<file path="src/rtl/datapath_seq_ctrl_if.sv">
// datapath_seq_ctrl_if: decode inputs, memory handshake and datapath enables of the sequencing controller
interface datapath_seq_ctrl_if #(parameter int CNT_W = 16);
  logic start, mem_ready;
  logic [2:0] opcode;
  logic [1:0] ALU_op;
  logic waiting, halted, err;
  logic [1:0] reg_sel, wb_sel;
  logic w_en, en_A, en_B, en_C, en_status, sel_A, sel_B, load_addr, mem_req, mem_we;
  logic [CNT_W-1:0] instr_cnt;
  modport master (
    output start, opcode, ALU_op, mem_ready,
    input waiting, halted, err, reg_sel, wb_sel, w_en, en_A, en_B, en_C, en_status,
    input sel_A, sel_B, load_addr, mem_req, mem_we, instr_cnt
  );
  modport slave (
    input start, opcode, ALU_op, mem_ready,
    output waiting, halted, err, reg_sel, wb_sel, w_en, en_A, en_B, en_C, en_status,
    output sel_A, sel_B, load_addr, mem_req, mem_we, instr_cnt
  );
endinterface

</file>
<file path="src/rtl/datapath_seq_ctrl.sv">
// datapath_seq_ctrl: multi-cycle simple-RISC controller with ALU latency, LDR/STR memory handshake and timeout
module datapath_seq_ctrl #(
  parameter int ALU_LAT = 1,
  parameter int MEM_TIMEOUT = 15,
  parameter int TO_W = 4,
  parameter int CNT_W = 16
) (
  input logic clk,
  input logic rst_n,
  datapath_seq_ctrl_if.slave bus
);
  typedef enum logic [3:0] {
    IDLE, DECODE, MOVI, GETA, GETB, EXEC, WB, ADDR, LADR, MRD, MWB, RDB, PASS, MWR, HALT, ERR
  } state_t;
  state_t st, ns;
  logic [4:0] ir, ir_n;
  logic [2:0] ex, ex_n;
  logic [TO_W-1:0] to, to_n;
  logic is_cmp, last;
  // outputs are registered from the next state so they are clean Moore outputs of the current state
  always_comb begin
    ir_n = (st == IDLE && bus.start) ? {bus.opcode, bus.ALU_op} : ir;
    ns = st;
    ex_n = ex;
    to_n = to;
    case (st)
      IDLE: ns = bus.start ? DECODE : IDLE;
      DECODE: ns = ir == 5'b11010 ? MOVI : ir == 5'b11000 ? GETB :
                   (ir[4:2] == 3'b101 || ir == 5'b01100 || ir == 5'b10000) ? GETA :
                   ir[4:2] == 3'b111 ? HALT : IDLE;
      MOVI, WB, MWB: ns = IDLE;
      GETA: ns = ir[4:2] == 3'b101 ? GETB : ADDR;
      GETB: begin
        ns = EXEC;
        ex_n = 3'(ALU_LAT - 1);
      end
      EXEC: begin
        ex_n = ex == 3'd0 ? ex : ex - 3'd1;
        ns = ex != 3'd0 ? EXEC : ir == 5'b10101 ? IDLE : WB;
      end
      ADDR: ns = LADR;
      LADR: begin
        ns = ir == 5'b01100 ? MRD : RDB;
        to_n = '0;
      end
      RDB: ns = PASS;
      PASS: begin
        ns = MWR;
        to_n = '0;
      end
      MRD, MWR: begin
        ns = bus.mem_ready ? (st == MRD ? MWB : IDLE) : to == TO_W'(MEM_TIMEOUT - 1) ? ERR : st;
        to_n = to + TO_W'(1);
      end
      default: ns = st;
    endcase
    is_cmp = ir_n == 5'b10101;
    last = ns == EXEC && ex_n == 3'd0;
  end
  always_ff @(posedge clk) begin
    if (!rst_n) begin
      st <= IDLE;
      ir <= '0;
      ex <= '0;
      to <= '0;
      bus.instr_cnt <= '0;
      bus.waiting <= 1'b1;
      {bus.halted, bus.err, bus.reg_sel, bus.wb_sel, bus.w_en, bus.en_A, bus.en_B} <= '0;
      {bus.en_C, bus.en_status, bus.sel_A, bus.sel_B, bus.load_addr, bus.mem_req, bus.mem_we} <= '0;
    end else begin
      st <= ns;
      ir <= ir_n;
      ex <= ex_n;
      to <= to_n;
      if (st == IDLE && bus.start) bus.instr_cnt <= bus.instr_cnt + CNT_W'(1);
      bus.waiting <= ns == IDLE;
      bus.halted <= ns == HALT;
      bus.err <= ns == ERR;
      bus.reg_sel <= (ns == MOVI || ns == GETA) ? 2'b10 : (ns == WB || ns == MWB || ns == RDB) ? 2'b01 : 2'b00;
      bus.wb_sel <= ns == MOVI ? 2'b10 : ns == MWB ? 2'b11 : 2'b00;
      bus.w_en <= ns == MOVI || ns == WB || ns == MWB;
      bus.en_A <= ns == GETA;
      bus.en_B <= ns == GETB || ns == RDB;
      bus.en_C <= (last && !is_cmp) || ns == ADDR || ns == PASS;
      bus.en_status <= last && is_cmp;
      bus.sel_A <= (ns == EXEC && (ir_n == 5'b11000 || ir_n == 5'b10111)) || ns == PASS;
      bus.sel_B <= ns == ADDR;
      bus.load_addr <= ns == LADR;
      bus.mem_req <= ns == MRD || ns == MWR;
      bus.mem_we <= ns == MWR;
    end
  end
endmodule
</file>
<file path="src/flat_wrapper.sv">
// flat-port wrapper written by rule: the top's interface ports become plain ports
module datapath_seq_ctrl_flat 
#(
  parameter int ALU_LAT = 1,
  parameter int MEM_TIMEOUT = 15,
  parameter int TO_W = 4,
  parameter int CNT_W = 16
)
  (clk, rst_n, bus_start, bus_opcode, bus_ALU_op, bus_mem_ready, bus_waiting, bus_halted, bus_err, bus_reg_sel, bus_wb_sel, bus_w_en, bus_en_A, bus_en_B, bus_en_C, bus_en_status, bus_sel_A, bus_sel_B, bus_load_addr, bus_mem_req, bus_mem_we, bus_instr_cnt);
  datapath_seq_ctrl_if #(.CNT_W(CNT_W)) bus_i ();
  input logic clk;
  input logic rst_n;
  input wire logic [$bits(bus_i.start)-1:0] bus_start;
  input wire logic [$bits(bus_i.opcode)-1:0] bus_opcode;
  input wire logic [$bits(bus_i.ALU_op)-1:0] bus_ALU_op;
  input wire logic [$bits(bus_i.mem_ready)-1:0] bus_mem_ready;
  output wire logic [$bits(bus_i.waiting)-1:0] bus_waiting;
  output wire logic [$bits(bus_i.halted)-1:0] bus_halted;
  output wire logic [$bits(bus_i.err)-1:0] bus_err;
  output wire logic [$bits(bus_i.reg_sel)-1:0] bus_reg_sel;
  output wire logic [$bits(bus_i.wb_sel)-1:0] bus_wb_sel;
  output wire logic [$bits(bus_i.w_en)-1:0] bus_w_en;
  output wire logic [$bits(bus_i.en_A)-1:0] bus_en_A;
  output wire logic [$bits(bus_i.en_B)-1:0] bus_en_B;
  output wire logic [$bits(bus_i.en_C)-1:0] bus_en_C;
  output wire logic [$bits(bus_i.en_status)-1:0] bus_en_status;
  output wire logic [$bits(bus_i.sel_A)-1:0] bus_sel_A;
  output wire logic [$bits(bus_i.sel_B)-1:0] bus_sel_B;
  output wire logic [$bits(bus_i.load_addr)-1:0] bus_load_addr;
  output wire logic [$bits(bus_i.mem_req)-1:0] bus_mem_req;
  output wire logic [$bits(bus_i.mem_we)-1:0] bus_mem_we;
  output wire logic [$bits(bus_i.instr_cnt)-1:0] bus_instr_cnt;
  assign bus_i.start = bus_start;
  assign bus_i.opcode = bus_opcode;
  assign bus_i.ALU_op = bus_ALU_op;
  assign bus_i.mem_ready = bus_mem_ready;
  assign bus_waiting = bus_i.waiting;
  assign bus_halted = bus_i.halted;
  assign bus_err = bus_i.err;
  assign bus_reg_sel = bus_i.reg_sel;
  assign bus_wb_sel = bus_i.wb_sel;
  assign bus_w_en = bus_i.w_en;
  assign bus_en_A = bus_i.en_A;
  assign bus_en_B = bus_i.en_B;
  assign bus_en_C = bus_i.en_C;
  assign bus_en_status = bus_i.en_status;
  assign bus_sel_A = bus_i.sel_A;
  assign bus_sel_B = bus_i.sel_B;
  assign bus_load_addr = bus_i.load_addr;
  assign bus_mem_req = bus_i.mem_req;
  assign bus_mem_we = bus_i.mem_we;
  assign bus_instr_cnt = bus_i.instr_cnt;
  datapath_seq_ctrl #(.ALU_LAT(ALU_LAT), .MEM_TIMEOUT(MEM_TIMEOUT), .TO_W(TO_W), .CNT_W(CNT_W)) u_core (.clk(clk), .rst_n(rst_n), .bus(bus_i));
endmodule
</file>
<file path="config.mk">
export PLATFORM = sky130hd
export DESIGN_NAME = datapath_seq_ctrl_flat
export DESIGN_NICKNAME = d
export VERILOG_FILES = /design/src/rtl/datapath_seq_ctrl_if.sv /design/src/rtl/datapath_seq_ctrl.sv /design/src/flat_wrapper.sv
export SDC_FILE = /design/constraint.sdc
export NUM_CORES = 1
export LEC_CHECK = 0
export ABC_CLOCK_PERIOD_IN_PS = 3760
export BUFFER_PORTS_ARGS = -buffer_cell sky130_fd_sc_hd__buf_2
export CORE_MARGIN = 4
export CORE_UTILIZATION = 50
export CTS_CLUSTER_SIZE = 12
export DETAILED_ROUTE_END_ITERATION = 16
export GPL_TIMING_DRIVEN = 0
export PLACE_DENSITY = 0.83
export SYNTH_ARGS = -nofsm -noshare
export SYNTH_HDL_FRONTEND = slang
export SYNTH_SLANG_ARGS = --single-unit
</file>
<file path="constraint.sdc">
create_clock -name clk -period 3.76 [get_ports clk]
set_input_delay 0.188 -clock clk [delete_from_list [all_inputs] [get_ports clk]]
set_output_delay 0.188 -clock clk [all_outputs]
set_load 0.02 [all_outputs]
</file>
# == Word level (Yosys, flattened, before mapping) ==
# Cells that the tools add are included.
# totals
ff_bits,49
input_bits,9
output_inout_bits,33
wordCells,115
# op_classes
addsub,3
eq_ne,38
n_mux,21
n_bitwise,1
reduce_logical,30
# op_table
operator,count
4-bit == test (second input constant),15
4-bit one-hot mux with 11 select lines,1
5-bit == test (second input constant),7
4-bit by 3-bit == test with 1-bit output (second input constant),8
4-bit two-way mux,8
16-bit by 1-bit adder with 16-bit output (second input constant),1
4-bit by 2-bit == test with 1-bit output (second input constant),4
1-bit logical OR,13
2-bit two-way mux,5
4-bit zero test,2
4-bit one-hot mux with 2 select lines,1
2-bit OR reduction,4
3-bit == test (second input constant),2
3-bit zero test,2
3-bit two-way mux,2
3-bit one-hot mux with 2 select lines,1
5-bit by 4-bit == test with 1-bit output (second input constant),1
1-bit logical AND,5
5-bit two-way mux,1
4-bit by 1-bit adder with 4-bit output (second input constant),1
4-bit by 1-bit == test with 1-bit output (second input constant),1
3-bit nonzero test,1
3-bit OR reduction,1
3-bit by 1-bit subtractor with 3-bit output (second input constant),1
other kinds (4),5

# == Logic depth before layout (Yosys ltp) ==
# logic_depth
depth_word,12
ltp_mapped,9
mapped_depth_nobuf,8

# == Worst setup path after synthesis ==
# Ideal clock, no wire load.
# synth_path
kind,register to register
from,register u_core.st[0]
to,register u_core.bus.instr_cnt[15]
setup_time_ns,0.070
arrival_ns,1.945
required_time_ns,3.690
setup_slack_ns,1.744
stages_incl_launch_ff,8
n_path_buf,1
period_less_slack_ns,2.016
path_cell_list,dfxtp_1 buf_4 nor4_4 and2_4 nand4_4 or3_4 or3_1 a21oi_1
# synth_between
elab_chain_len,2
# synth_lines
element,line,text
start: declaration,datapath_seq_ctrl.sv:15,"state_t st, ns;"
start signal: assignment,datapath_seq_ctrl.sv:71,st <= ns;
4-bit zero test,datapath_seq_ctrl.sv:75,if (st == IDLE && bus.start) bus.instr_cnt <= bus.instr_cnt + CNT_W'(1);
1-bit logical AND,datapath_seq_ctrl.sv:75,
end signal: assignment,datapath_seq_ctrl.sv:75,
end: declaration,datapath_seq_ctrl_if.sv:18,"output sel_A, sel_B, load_addr, mem_req, mem_we, instr_cnt"
# No other way between the ends.
# A chain may end at the register's enable or synchronous reset.

# == Final worst setup path ==
# layout_path
from,register u_core.ir[1]
to,register u_core.bus.waiting
# layout_between
elab_chain_len,8
# layout_lines
element,line,text
start: declaration,datapath_seq_ctrl.sv:16,"logic [4:0] ir, ir_n;"
start signal: assignment,datapath_seq_ctrl.sv:72,ir <= ir_n;
5-bit by 4-bit == test with 1-bit output,"datapath_seq_ctrl.sv:29, datapath_seq_ctrl.sv:43",
1-bit logical OR (2 in a row),datapath_seq_ctrl.sv:29,(ir[4:2] == 3'b101 || ir == 5'b01100 || ir == 5'b10000) ? GETA :
4-bit two-way mux,datapath_seq_ctrl.sv:29,
4-bit two-way mux (2 in a row),datapath_seq_ctrl.sv:28,DECODE: ns = ir == 5'b11010 ? MOVI : ir == 5'b11000 ? GETB :
4-bit one-hot mux with 11 select lines *,datapath_seq_ctrl.sv:26,case (st)
4-bit zero test *,datapath_seq_ctrl.sv:76,bus.waiting <= ns == IDLE;
end signal: assignment,datapath_seq_ctrl.sv:67,bus.waiting <= 1'b1;
end signal: assignment,datapath_seq_ctrl.sv:76,
end: declaration,datapath_seq_ctrl_if.sv:17,"output waiting, halted, err, reg_sel, wb_sel, w_en, en_A, en_B, en_C, en_status,"
# Every way passes the cells marked *; elsewhere a longest branch is shown, timed or not.

==> qor.txt <==
CTS max path bufs: 2
top-area cell type share of the netlist area: 0.4170
grt ovf: 0
Pleak: 1.108 nW
part of the cycle the worst path needs: 0.6108
Top FF cell, synth: dfxtp_1
Netlist Area Pre-Place: 0.002352 mm²
crit end category: register
global-route wire length before repair: 9232 µm
placer congestion estimate: 0.9671
CTS tree: yes
nets: 339
Tot GR Track Use: 0.1905
pin count of the biggest net entering global routing: 16
Ports: 42
Routed Wire Length: 5371 µm
Flop pwr share: 0.562
Max VDD drop: 184.6 µV
Final HPWL DP: 3970 µm
Die W: 76.59 µm
most frequent cell after synthesis: dfxtp_1
R2R Path End: u_core.bus.waiting$_SDFF_PN1_
Post-DRT Antenna Nets: 0
slowest cell on the critical path: or4b_1
pins over their slew limit: 0
Fmax: 0.4354 GHz
Layout Utilization: 0.6118
Net Sw Frac: 0.2579
slew of the pin with the lowest slew margin: 0.6220 ns
post_cts resized: 0
Storage cell area: 980.9 µm²
layout cells sized above 1: 0.1902
hold_buf cts: 0
WP data arrival: 2.52 ns
Post-Syn Area per Cell: 8.492 µm²
Cell Rows: 24
DIE HEIGHT: 76.59 µm
drt initial violations: 106
routed len/inst: 14.21 µm
Post-synth EDFFs: 0
MaxCap Viol Count: 0
hold path startpoint: rst_n
P_sw: 0.0002477 W
synth cell count leaders: dfxtp_1 (49), nor2_1 (34), a21oi_1 (29)
Min-Delay Endpoint: u_core.bus.waiting$_SDFF_PN1_
worst reg2reg startpoint: u_core.ir[1]$_SDFF_PN0_
syn_nets: 291
Final setup viols: 0
CP Cell Sequence: buf_2 > nand4bb_1 > o2111ai_1 > o21ai_0 > or4b_1 > buf_2 > nand2b_1 > o31ai_2
DIE AREA: 0.005866 mm²
Synth area leaders: dfxtp_1 (42%), a21oi_1 (6.2%), nor2_1 (5.4%), o21ai_0 (3.2%), nand2_1 (3.0%)
crit-path most repeated cell: buf_2
Multi-input gate area: 0.001254 mm²
Root Buffer: clkbuf_8
flop2flop setup slack: 1.46 ns
r2r worst-path depth: 8
worst hold stages: 2
HP Class: primary input to register
total CTS buffers: 5
Final Hold Viols: 0
Crit path largest cell delay: 0.55 ns
cell count after synthesis: 277
fillcell total: 394
Max Fanout on Critical Path: 9
Clock transition at path regs: 0.09 ns
Clock Latency Late Sink: 0.30 ns
vias in the first global route: 2,017
Vias: 2,177
cell family with most CP delay: simple AND/OR/NAND/NOR gates
register area share after synthesis: 0.4170
PD cells: 353.2 mW/mm²
Ant. Diodes: 0
synth warn: 0
internal power: 0.0007127 W
Unique masters post-synth: 55
Setup TNS: 0 ns
remaining routing DRC violations: 0
RSZ-0062 raised after global routing: no
largest area contributor in the netlist: dfxtp_1
Critical Path Start Type: register
Area growth, synth to finish: 15.59%
Setup CP Type: register to register
Starting Density: 0.5293
Clk pwr share: 0.340
Final Critical Period: 2.297 ns
relative slew slack: 0.5801
htree depth: 2
Worst EP required: 3.99 ns
post-synthesis async set-or-reset flop share: 0
Comb power frac: 0.098
initial antenna violation count: 0
Core Box Area: 0.004444 mm²
Vias/cell: 5.759
Power Total: 0.0009604 W
CP Buf/Inv Count: 2
Setup Fix Bufs, Post-CTS: 0
status: finished, final reports clean
PortBufs: 41
clk_skew: 0.006072 ns
#FFs+latches synth: 49
CTS sink cnt: 49
DRT Pass-1 Iters: 4
[final cells by class]
class                   count  area share
clock inverters             2    0.005062
multi-input cells         201      0.4611
flip-flops and latches     49      0.3608
clock buffers               6     0.03037
inverters                  14     0.01933
plain buffers              13     0.02393
repair buffers             41     0.07547
well taps                  52     0.02393
[logic make-up (layout without fill, tap and decap cells)]
family          Yosys count  after routing  share of synthesized area
buf+inv                  27             76                    0.05000
flops                    49             49                     0.4170
xor+xnor                  9              9                    0.03351
compound gates           66             66                     0.1723
simple gates            118            118                     0.2878
mux                       3              3                    0.01277
fa+ha+maj                 5              5                    0.02660
[power by group through the flow]
stage / sequential [W] / clock, W / combinational (W)
after floorplan: 0.000555 / 0 / 0.0000607
after global placement: 0.000551 / 0 / 0.0000919
after detailed placement: 0.000551 / 0 / 0.0000934
after CTS: 0.000539 / 0.000333 / 0.0000941
after global routing: 0.000541 / 0.000362 / 0.000104
final: 0.000539 / 0.000327 / 0.0000944
[per-stage QoR]
step                      cell area (µm²)  std cells  setup WS (ns)  hold WS [ns]
final                                2719        378          1.463        0.1283
after global placement               2623        370          1.538        0.4415
after floorplan                      2352        277          1.744        0.2530
after CTS                            2719        378          1.514        0.1186
after global routing                 2719        378          1.347        0.1323
after detailed placement             2623        370          1.555        0.4370
[per-layer routing]
layer	vias up	GRT usage	part of all wire
li1	1085	-	-
met1	1023	0.2264	0.43
met2	59	0.3339	0.50
met3	10	0.04374	0.049
met4	0	0.06884	0.021
met5	-	0	0
[cell usage in the layout (no fill, tap or decap), types with 2 or more instances in the layout]
cell type and instances:
xor2_1 4, nand2b_1 5, xnor2_1 5, nand3_1 9
and2b_1 2, dfxtp_1 49, and4b_1 2, a31oi_1 2
nand4b_1 6, mux2i_1 3, a211oi_1 3, ha_1 5
nand4_1 5, nor2_1 34, o211ai_1 2, nor3_1 6
and2_1 4, inv_1 14, nor4b_1 3, buf_2 45
nand2_1 19, clkbuf_8 6, o21ai_0 15, a21oi_1 29
clkbuf_1 7, and3_1 3, nor2b_1 2, or3_1 7
[sequential cells by signal, indices dropped and copies added, names as in the netlist]
register	count
u_core.bus.halted	1
u_core.bus.sel_B	1
u_core.bus.mem_req	1
u_core.ex	3
u_core.bus.wb_sel	2
u_core.bus.en_B	1
u_core.bus.err	1
u_core.bus.sel_A	1
u_core.bus.reg_sel	2
u_core.bus.en_A	1
u_core.bus.instr_cnt	16
u_core.ir	5
u_core.bus.mem_we	1
u_core.bus.w_en	1
u_core.bus.load_addr	1
u_core.bus.en_status	1
u_core.to	4
u_core.st	4
u_core.bus.en_C	1
u_core.bus.waiting	1
[worst max path at each step]
| stage | start | end | cells after the start |
|---|---|---|---|
| after floorplan | u_core.st[0]$_SDFF_PN0_ | u_core.bus.instr_cnt[15]$_SDFFE_PN0N_ | 7 |
| after global placement | u_core.ir[1]$_SDFF_PN0_ | u_core.bus.waiting$_SDFF_PN1_ | 8 |
| after global routing | u_core.ir[1]$_SDFF_PN0_ | u_core.bus.waiting$_SDFF_PN1_ | 8 |
| after CTS | u_core.ir[1]$_SDFF_PN0_ | u_core.bus.waiting$_SDFF_PN1_ | 8 |
| final | u_core.ir[1]$_SDFF_PN0_ | u_core.bus.waiting$_SDFF_PN1_ | 8 |
| after detailed placement | u_core.ir[1]$_SDFF_PN0_ | u_core.bus.en_A$_SDFF_PN0_ | 8 |
Note: power is estimated with default switching activity, not from simulation.
